==> src/rtl/wb_cmd_master.sv <==
// Wishbone classic single-transfer initiator: one command in, one bus cycle, one response out.
// A transfer that sees no ack within TIMEOUT strobe cycles is abandoned and reported as a timeout.
module wb_cmd_master #(
   parameter int unsigned TIMEOUT = 255,
   parameter int unsigned TO_W    = 16
) (
   input  logic        wb_clk_i,
   input  logic        wb_rst_i,
   input  logic        cmd_valid,
   output logic        cmd_ready,
   input  logic        cmd_we,
   input  logic [31:0] cmd_adr,
   input  logic [31:0] cmd_dat,
   input  logic [3:0]  cmd_sel,
   output logic        rsp_valid,
   input  logic        rsp_ready,
   output logic [31:0] rsp_dat,
   output logic        rsp_timeout,
   output logic        wbm_cyc_o,
   output logic        wbm_stb_o,
   output logic        wbm_we_o,
   output logic [3:0]  wbm_sel_o,
   output logic [31:0] wbm_adr_o,
   output logic [31:0] wbm_dat_o,
   input  logic [31:0] wbm_dat_i,
   input  logic        wbm_ack_i,
   output logic        busy
);

   typedef enum logic [1:0] {IDLE, BUS, RESP} state_t;

   localparam logic [TO_W-1:0] TO_LAST = TO_W'(TIMEOUT - 1);

   state_t            state_q, state_d;
   logic              cyc_q, cyc_d;
   logic              stb_q, stb_d;
   logic              we_q, we_d;
   logic [3:0]        sel_q, sel_d;
   logic [31:0]       adr_q, adr_d;
   logic [31:0]       dat_q, dat_d;
   logic              rsp_valid_q, rsp_valid_d;
   logic              rsp_to_q, rsp_to_d;
   logic [31:0]       rsp_dat_q, rsp_dat_d;
   logic [TO_W-1:0]   cnt_q, cnt_d;

   always_comb begin
      state_d     = state_q;
      cyc_d       = cyc_q;
      stb_d       = stb_q;
      we_d        = we_q;
      sel_d       = sel_q;
      adr_d       = adr_q;
      dat_d       = dat_q;
      rsp_valid_d = rsp_valid_q;
      rsp_to_d    = rsp_to_q;
      rsp_dat_d   = rsp_dat_q;
      cnt_d       = cnt_q;
      case (state_q)
         IDLE: begin
            if (cmd_valid) begin
               we_d    = cmd_we;
               sel_d   = cmd_sel;
               adr_d   = cmd_adr;
               dat_d   = cmd_dat;
               cyc_d   = 1'b1;
               stb_d   = 1'b1;
               cnt_d   = '0;
               state_d = BUS;
            end
         end
         BUS: begin
            // Ack takes priority over an expiring counter in the same cycle.
            if (wbm_ack_i) begin
               cyc_d       = 1'b0;
               stb_d       = 1'b0;
               rsp_dat_d   = we_q ? 32'h0 : wbm_dat_i;
               rsp_to_d    = 1'b0;
               rsp_valid_d = 1'b1;
               state_d     = RESP;
            end else if (cnt_q == TO_LAST) begin
               cyc_d       = 1'b0;
               stb_d       = 1'b0;
               rsp_dat_d   = 32'h0;
               rsp_to_d    = 1'b1;
               rsp_valid_d = 1'b1;
               state_d     = RESP;
            end else begin
               cnt_d = cnt_q + 1'b1;
            end
         end
         RESP: begin
            if (rsp_ready) begin
               rsp_valid_d = 1'b0;
               rsp_to_d    = 1'b0;
               state_d     = IDLE;
            end
         end
         default: state_d = IDLE;
      endcase
   end

   always_ff @(posedge wb_clk_i) begin
      if (wb_rst_i) begin
         state_q     <= IDLE;
         cyc_q       <= 1'b0;
         stb_q       <= 1'b0;
         we_q        <= 1'b0;
         sel_q       <= '0;
         adr_q       <= '0;
         dat_q       <= '0;
         rsp_valid_q <= 1'b0;
         rsp_to_q    <= 1'b0;
         rsp_dat_q   <= '0;
         cnt_q       <= '0;
      end else begin
         state_q     <= state_d;
         cyc_q       <= cyc_d;
         stb_q       <= stb_d;
         we_q        <= we_d;
         sel_q       <= sel_d;
         adr_q       <= adr_d;
         dat_q       <= dat_d;
         rsp_valid_q <= rsp_valid_d;
         rsp_to_q    <= rsp_to_d;
         rsp_dat_q   <= rsp_dat_d;
         cnt_q       <= cnt_d;
      end
   end

   assign cmd_ready   = (state_q == IDLE);
   assign busy        = (state_q != IDLE);
   assign wbm_cyc_o   = cyc_q;
   assign wbm_stb_o   = stb_q;
   assign wbm_we_o    = we_q;
   assign wbm_sel_o   = sel_q;
   assign wbm_adr_o   = adr_q;
   assign wbm_dat_o   = dat_q;
   assign rsp_valid   = rsp_valid_q;
   assign rsp_timeout = rsp_to_q;
   assign rsp_dat     = rsp_dat_q;

endmodule
==> config.mk <==
export PLATFORM = sky130hd
export DESIGN_NAME = wb_cmd_master
export DESIGN_NICKNAME = d
export VERILOG_FILES = /design/src/rtl/wb_cmd_master.sv
export SDC_FILE = /design/constraint.sdc
export NUM_CORES = 1
export LEC_CHECK = 0
export BUFFER_PORTS_ARGS = -buffer_cell sky130_fd_sc_hd__buf_4
export CAP_MARGIN = 15
export CORE_AREA = 10 10 107 109
export DETAILED_ROUTE_END_ITERATION = 8
export DIE_AREA = 0 0 117 119
export GPL_ROUTABILITY_DRIVEN = 1
export HOLD_SLACK_MARGIN = 0.15
export PLACE_DENSITY = 0.81
export RECOVER_POWER = 25
export SETUP_SLACK_MARGIN = 0.1
export SLEW_MARGIN = 25
export SYNTH_ARGS = -nofsm -noshare
export SYNTH_HDL_FRONTEND = slang
export SYNTH_SLANG_ARGS = --single-unit
==> constraint.sdc <==
create_clock -name wb_clk_i -period 6.2 [get_ports wb_clk_i]
set_clock_uncertainty 0.1 [all_clocks]
set_input_delay 0.62 -clock wb_clk_i [delete_from_list [all_inputs] [get_ports wb_clk_i]]
set_output_delay 0.62 -clock wb_clk_i [all_outputs]
set_load 0.005 [all_outputs]
==> flow_summary.json, run 1 <==
{
  "rsz0062_at_grt": "false",
  "hpwl_um": 10600,
  "cp_max_fo": 12,
  "drt_first_pass_iters": 4,
  "syn_avg_cell_area_um2": 8.72,
  "syn_nets": 619,
  "worst_hold_startpoint": "wbm_ack_i",
  "via_per_inst": 5.29,
  "grt_first_pass_wirelength_um": 22800,
  "die_area_mm2": 0.0139,
  "period_minus_slack_ns": 2.61,
  "netlist_top_cells_count": "nand2_1 (149), dfxtp_1 (122), a21oi_1 (73)",
  "max_stage_delay_ns": 0.49,
  "yosysTopAreaCell": "dfxtp_1",
  "fp.dieW_um": 117,
  "slew_headroom_pct": 34.0,
  "worstSetupStartpoint": "cnt_q[1]",
  "finalSetupViolCount": 0,
  "fmax_mhz": 383,
  "drtIter0Drc": 226,
  "antenna_found_initial": 0,
  "cts-buffers-inserted": 17,
  "clock_latency_ns": 0.50,
  "yosysSeqAreaShare_pct": 54.8,
  "cts_buffer_depth": 2,
  "seq_area_mm2": 0.00244,
  "min_path_cells": 2,
  "fin_nets": 816,
  "status": "finished clean",
  "post-route-period-util_pct": 42.1,
  "initial_core_util_pct": 47.1,
  "gp_congestion": 0.875,
  "grt_pass1_vias": 4417,
  "p_leak_nw": 2.80,
  "synth_top_cell_area_share_pct": 54.8,
  "vias": 4421,
  "fill_cells": 773,
  "peakVddDrop_mv": 0.184,
  "multi_input_area_mm2": 0.00184,
  "cts.clk_slew.worst_paths_ns": 0.06,
  "synth.most_common_cell": "nand2_1",
  "hold_class": "primary input to flop",
  "rrSetupSlack_ns": 3.59,
  "drc_errors": 0,
  "syn-cell-area_mm2": 0.00446,
  "drt_wl_total_um": 14600,
  "path_cells": "ha_1 > or4b_4 > o41ai_4 > o211ai_1 > a31oi_1",
  "antenna_cells": 0,
  "ioPinCount": 213,
  "hold_violations": 0,
  "worstPathRequired_ns": 6.51,
  "grtUsageTotal_pct": 20.4,
  "fin_ws_ns": 3.59,
  "cts_max_level": 4,
  "worstMarginPinSlew_ns": 0.986,
  "grt_max_degree": 82,
  "drv_cap": 0,
  "cp-start-kind": "flop",
  "p_per_area_mw_per_mm2": 309,
  "cts_sinks": 122,
  "core_mm2": 0.00946,
  "finalCoreUtilization_pct": 69.2,
  "grt_overflow": 0,
  "synth_edf_count": 0,
  "postCtsSetupBuffers": 0,
  "ant_nets": 0,
  "synth_top_flop_cell": "dfxtp_1",
  "drive_gt1_share_pct": 31.5,
  "cpMaxStageDelayCell": "or4b_4",
  "cp.arrival_ns": 2.92,
  "slew_viol_final": 0,
  "end_kind": "flop",
  "syn_to_final_growth_pct": 46.7,
  "ys_async_sr_fraction_pct": 0,
  "reg2reg_to": "cnt_q[2]",
  "io_buffers": 212,
  "wl_per_cell_um": 17.5,
  "tritoncts": "yes",
  "syn_inst": 511,
  "dp_slack_ns": 3.61,
  "rows": 36,
  "ys_warn_count": 0,
  "fin_setup_tns_ns": 0,
  "cts-root-buf": "clkbuf_8",
  "cts_resized": 0,
  "die_height_um": 119,
  "reg2regPathDepth": 5,
  "r2r_start": "cnt_q[1]",
  "ctsHoldBuffers": 0,
  "ys_seq_elements": 122,
  "synth_area_leaders": "dfxtp_1 (55%), nand2_1 (13%), a21oi_1 (8.2%), a22o_1 (6.3%), a31oi_1 (3.2%)",
  "crit_end": "cnt_q[2]",
  "worstSetupPathType": "flop to flop",
  "synth_cell_type_count": 39
}
-- registers in the layout, summed over array words and instances, names as in the netlist, 2 cells and up --
| register | cells |
|---|---|
| wbm_adr_o | 32 |
| rsp_dat | 32 |
| state_q | 2 |
| wbm_sel_o | 4 |
| wbm_dat_o | 32 |
| cnt_q | 16 |
-- kinds of logic after synthesis --
family | after synthesis | share of synthesized area, %
adders and majority gates | 2 | 0.561
buffers and inverters | 45 | 4.41
AOI/OAI and AO/OA | 151 | 21.9
and+or+nand+nor | 191 | 18.3
DFF | 122 | 54.8
-- area by class of cell --
cell class | count | area share (%)
flip-flops and latches | 122 | 37.3
multi-input cells | 344 | 28.1
repair buffers | 216 | 23.2
clock buffers | 19 | 6.60
clock inverters | 13 | 2.18
well taps | 114 | 2.18
inverters | 7 | 0.402
-- through the flow --
stage	hold slack [ns]	power, mW	cells	instance area (um2)
after floorplan	0.334	0.956	511	4460
after CTS	0.193	2.04	835	6650
after detailed placement	0.349	1.09	803	6070
after global routing	0.190	2.10	835	6540
after global placement	0.342	1.09	803	6060
final	0.206	2.02	835	6540
-- report_power, final --
| part | internal, mW | total [mW] | switching (mW) |
|---|---|---|---|
| Combinational | 0.111 | 0.221 | 0.110 |
| Clock | 0.586 | 0.951 | 0.365 |
| Sequential | 0.824 | 0.847 | 0.0230 |
| Total | 1.52 | 2.02 | 0.498 |
-- cells in the final DEF, fill, tap and decap left out, types with 3 or more instances in the layout --
cell | synthesis | routed
nor2_1 | 5 | 4
a21oi_1 | 73 | 73
clkbuf_4 | 0 | 29
inv_6 | 0 | 4
inv_1 | 7 | 7
nand4_1 | 4 | 4
nor3_1 | 8 | 8
dfxtp_1 | 122 | 122
o211ai_1 | 3 | 3
nand3_1 | 6 | 6
clkbuf_1 | 32 | 29
o21a_1 | 3 | 3
a31oi_1 | 23 | 23
nor4_1 | 4 | 3
or3_1 | 3 | 3
buf_4 | 1 | 159
a22o_1 | 32 | 32
clkinv_2 | 0 | 3
clkbuf_16 | 0 | 16
nand2_1 | 149 | 149
o21ai_0 | 6 | 6
-- critical path, delay by kind of cell (launching register included) --
| family | cells | cell delay [ns] |
|---|---|---|
| flops | 1 | 0.42 |
| simple gates | 1 | 0.49 |
| compound gates | 3 | 1.34 |
| fa+ha+maj | 1 | 0.18 |
-- per-layer routing --
| metal | wire [um] | GRT usage [%] | vias up | part of all wire (%) |
|---|---|---|---|---|
| met5 | 0 | 0 | - | 0 |
| met4 | 313 | 7.57 | 0 | 2.1 |
| met3 | 1200 | 7.88 | 20 | 8.2 |
| met2 | 7800 | 36.5 | 146 | 53 |
| met1 | 5310 | 20.7 | 2080 | 36 |
| li1 | - | - | 2175 | - |
-- worst min path at each step --
| stage | end |
|---|---|
| 3_3_place_gp | wbm_dat_o[28] |
| 6_report | rsp_timeout |
| 5_1_grt | rsp_timeout |
| 3_5_place_dp | wbm_dat_o[14] |
| 4_1_cts | rsp_timeout |
| 2_1_floorplan | cnt_q[15] |
No activity file was read; power rests on OpenSTA's default activity.
==> run 2: changes to the inputs <==
Settings changed: ABC_AREA set to 1, CORE_AREA 10 10 107 109 to 10 10 113 115, DIE_AREA 0 0 117 119 to 0 0 123 125, PLACE_DENSITY 0.81 to 0.78.
Clock period 6.2 ns to 2.6 ns, I/O delays scaled along.
==> flow_summary.json, run 2 <==
{
  "yosysSeqAreaShare_pct": 50.0,
  "ys_seq_elements": 122,
  "clock_latency_ns": 0.51,
  "die_height_um": 125,
  "grt_first_pass_wirelength_um": 33900,
  "min_path_cells": 5,
  "hpwl_um": 11500,
  "syn_inst": 667,
  "p_total_mw": 5.31,
  "cts_sinks": 122,
  "cts-root-buf": "clkbuf_8",
  "fin_ws_ns": 0.227,
  "ys_warn_count": 0,
  "fp.dieW_um": 123,
  "hold_violations": 0,
  "syn_to_final_growth_pct": 72.7,
  "cp_max_fo": 21,
  "synth_area_leaders": "dfxtp_1 (50%), nor2_1 (14%), nand2_1 (7.8%), o21ai_0 (7.4%), nand3_1 (5.4%)",
  "synth.most_common_cell": "nor2_1",
  "finalSetupViolCount": 0,
  "rows": 38,
  "ioPinCount": 213,
  "wl_met1_um": 7440,
  "worstPathRequired_ns": 2.94,
  "slew_headroom_pct": 58.3,
  "gp_congestion": 0.880,
  "cts_max_level": 4,
  "placed_cell_area_mm2": 0.00650,
  "synth_top_flop_cell": "dfxtp_1",
  "drive_gt1_share_pct": 24.3,
  "routed-wl-met3_um": 2040,
  "fin_setup_tns_ns": 0,
  "final_area_mm2": 0.00843,
  "grt_max_degree": 71,
  "reg2reg_to": "rsp_dat[9]",
  "vias": 6206,
  "syn_nets": 775,
  "synth_edf_count": 0,
  "grtUsageTotal_pct": 27.5,
  "slew_viol_final": 0,
  "grt_overflow": 0,
  "worstSetupStartpoint": "state_q[0]",
  "worstMarginPinSlew_ns": 0.625,
  "mostFrequentLayoutCell": "nor2_1",
  "cts-buffers-inserted": 17,
  "initial_core_util_pct": 46.0,
  "peakVddDrop_mv": 0.539,
  "crit_end": "rsp_dat[9]",
  "dp_slack_ns": 0.702,
  "netlist_top_cells_count": "nor2_1 (178), dfxtp_1 (122), nand2_1 (101)",
  "grt_pass1_vias": 6526,
  "worstSetupPathType": "flop to flop",
  "io_buffers": 212,
  "drc_errors": 0,
  "fill_cells": 620,
  "top_layer": "met4",
  "ant_nets": 0,
  "period_minus_slack_ns": 2.37,
  "rsz0062_at_grt": "false",
  "drt_wl_total_um": 21900,
  "ys_async_sr_fraction_pct": 0,
  "syn_avg_cell_area_um2": 7.32,
  "yosysTopAreaCell": "dfxtp_1",
  "drt_first_pass_iters": 6,
  "core_mm2": 0.0106,
  "fin_nets": 1112,
  "synth_top_cell_area_share_pct": 50.0,
  "reg2regPathDepth": 8,
  "syn-cell-area_mm2": 0.00488,
  "p_leak_nw": 3.81,
  "wl_per_cell_um": 18.9,
  "cp.arrival_ns": 2.71,
  "antenna_found_initial": 4,
  "synth_cell_type_count": 25,
  "die_area_mm2": 0.0154,
  "met2_length_um": 11100,
  "drv_cap": 0,
  "via_per_inst": 5.35,
  "tritoncts": "yes",
  "rrSetupSlack_ns": 0.23,
  "cp-start-kind": "flop",
  "end_kind": "flop",
  "hold_class": "primary input to flop",
  "cts_buffer_depth": 2,
  "r2r_start": "state_q[0]",
  "final_cell_mix": "nor2_1 (178), buf_4 (164), dlygate4sd3_1 (136), dfxtp_1 (122), nand2_1 (101)",
  "status": "finished clean",
  "post-route-period-util_pct": 91.3,
  "cts.clk_slew.worst_paths_ns": 0.06,
  "fmax_mhz": 421,
  "drtIter0Drc": 532,
  "p_per_area_mw_per_mm2": 629
}
-- run 2: routing by layer --
layer / GRT usage (%) / up-vias
li1: - / 2837
met3: 9.72 / 118
met2: 47.2 / 367
met1: 27.5 / 2884
met5: 0 / -
met4: 17.2 / 0
-- run 2: what timing repair did --
| item | 4_1_cts | 5_1_grt |
|---|---|---|
| endpoints found under the setup margin | 0 | 22 |
| setup buffers | 0 | 5 |
| hold endpoints to repair | 111 | 0 |
| hold buffers | 136 | 0 |
| gates resized for setup | 0 | 3 |
-- run 2: cell families (layout without fill, tap and decap cells) --
| family | Yosys count | after routing | share of synthesized area (%) |
|---|---|---|---|
| and+or+nand+nor | 357 | 357 | 30.7 |
| DFF | 122 | 122 | 50.0 |
| AOI/OAI and AO/OA | 118 | 118 | 12.2 |
| buffers and inverters | 68 | 416 | 6.61 |
| adders and majority gates | 2 | 2 | 0.512 |
| other | 0 | 6 | 0 |
-- run 2: final cells by class --
class,instances,area [um2],share of cell area [%]
tap,140,175,2.08
clock buffer,23,477,5.65
inverter,26,97.6,1.16
multi-input combinational,477,2130,25.3
timing repair buffer,360,2980,35.4
antenna,6,15.0,0.178
sequential,122,2440,29.0
clock inverter,7,115,1.36
-- run 2: stage by stage --
step	utilization, %	cells	hold WS, ns
final	79.5	1161	0.349
after global routing	79.5	1160	0.357
after CTS	79.7	1150	0.302
after detailed placement	61.3	984	0.375
after global placement	61.3	984	0.362
after floorplan	-	667	0.295
-- run 2: power by group --
part / switching [mW] / internal, mW / leakage (nW)
sequential: 0.0848 / 2.00 / 1.00
combinational: 0.418 / 0.434 / 2.52
clock: 0.823 / 1.55 / 0.286
-- run 2: critical path, stage by stage, from the launching register on --
cell and delay [ns]:
dfxtp_1 0.36, inv_2 0.07, nor2_4 0.30, nand2_2 0.13
nor2_4 0.20, buf_12 0.18, nand2_1 0.07, a21oi_1 0.23
dlygate4sd3_1 0.64
-- run 2: worst min-delay path by stage --
stage,start,to
CTS,cmd_valid,state_q[0]
global route,cmd_valid,wbm_adr_o[0]
floorplan,cmd_adr[10],wbm_adr_o[10]
detailed placement,cnt_q[0],cnt_q[0]
finish,cmd_valid,state_q[0]
global placement,rsp_timeout,rsp_timeout
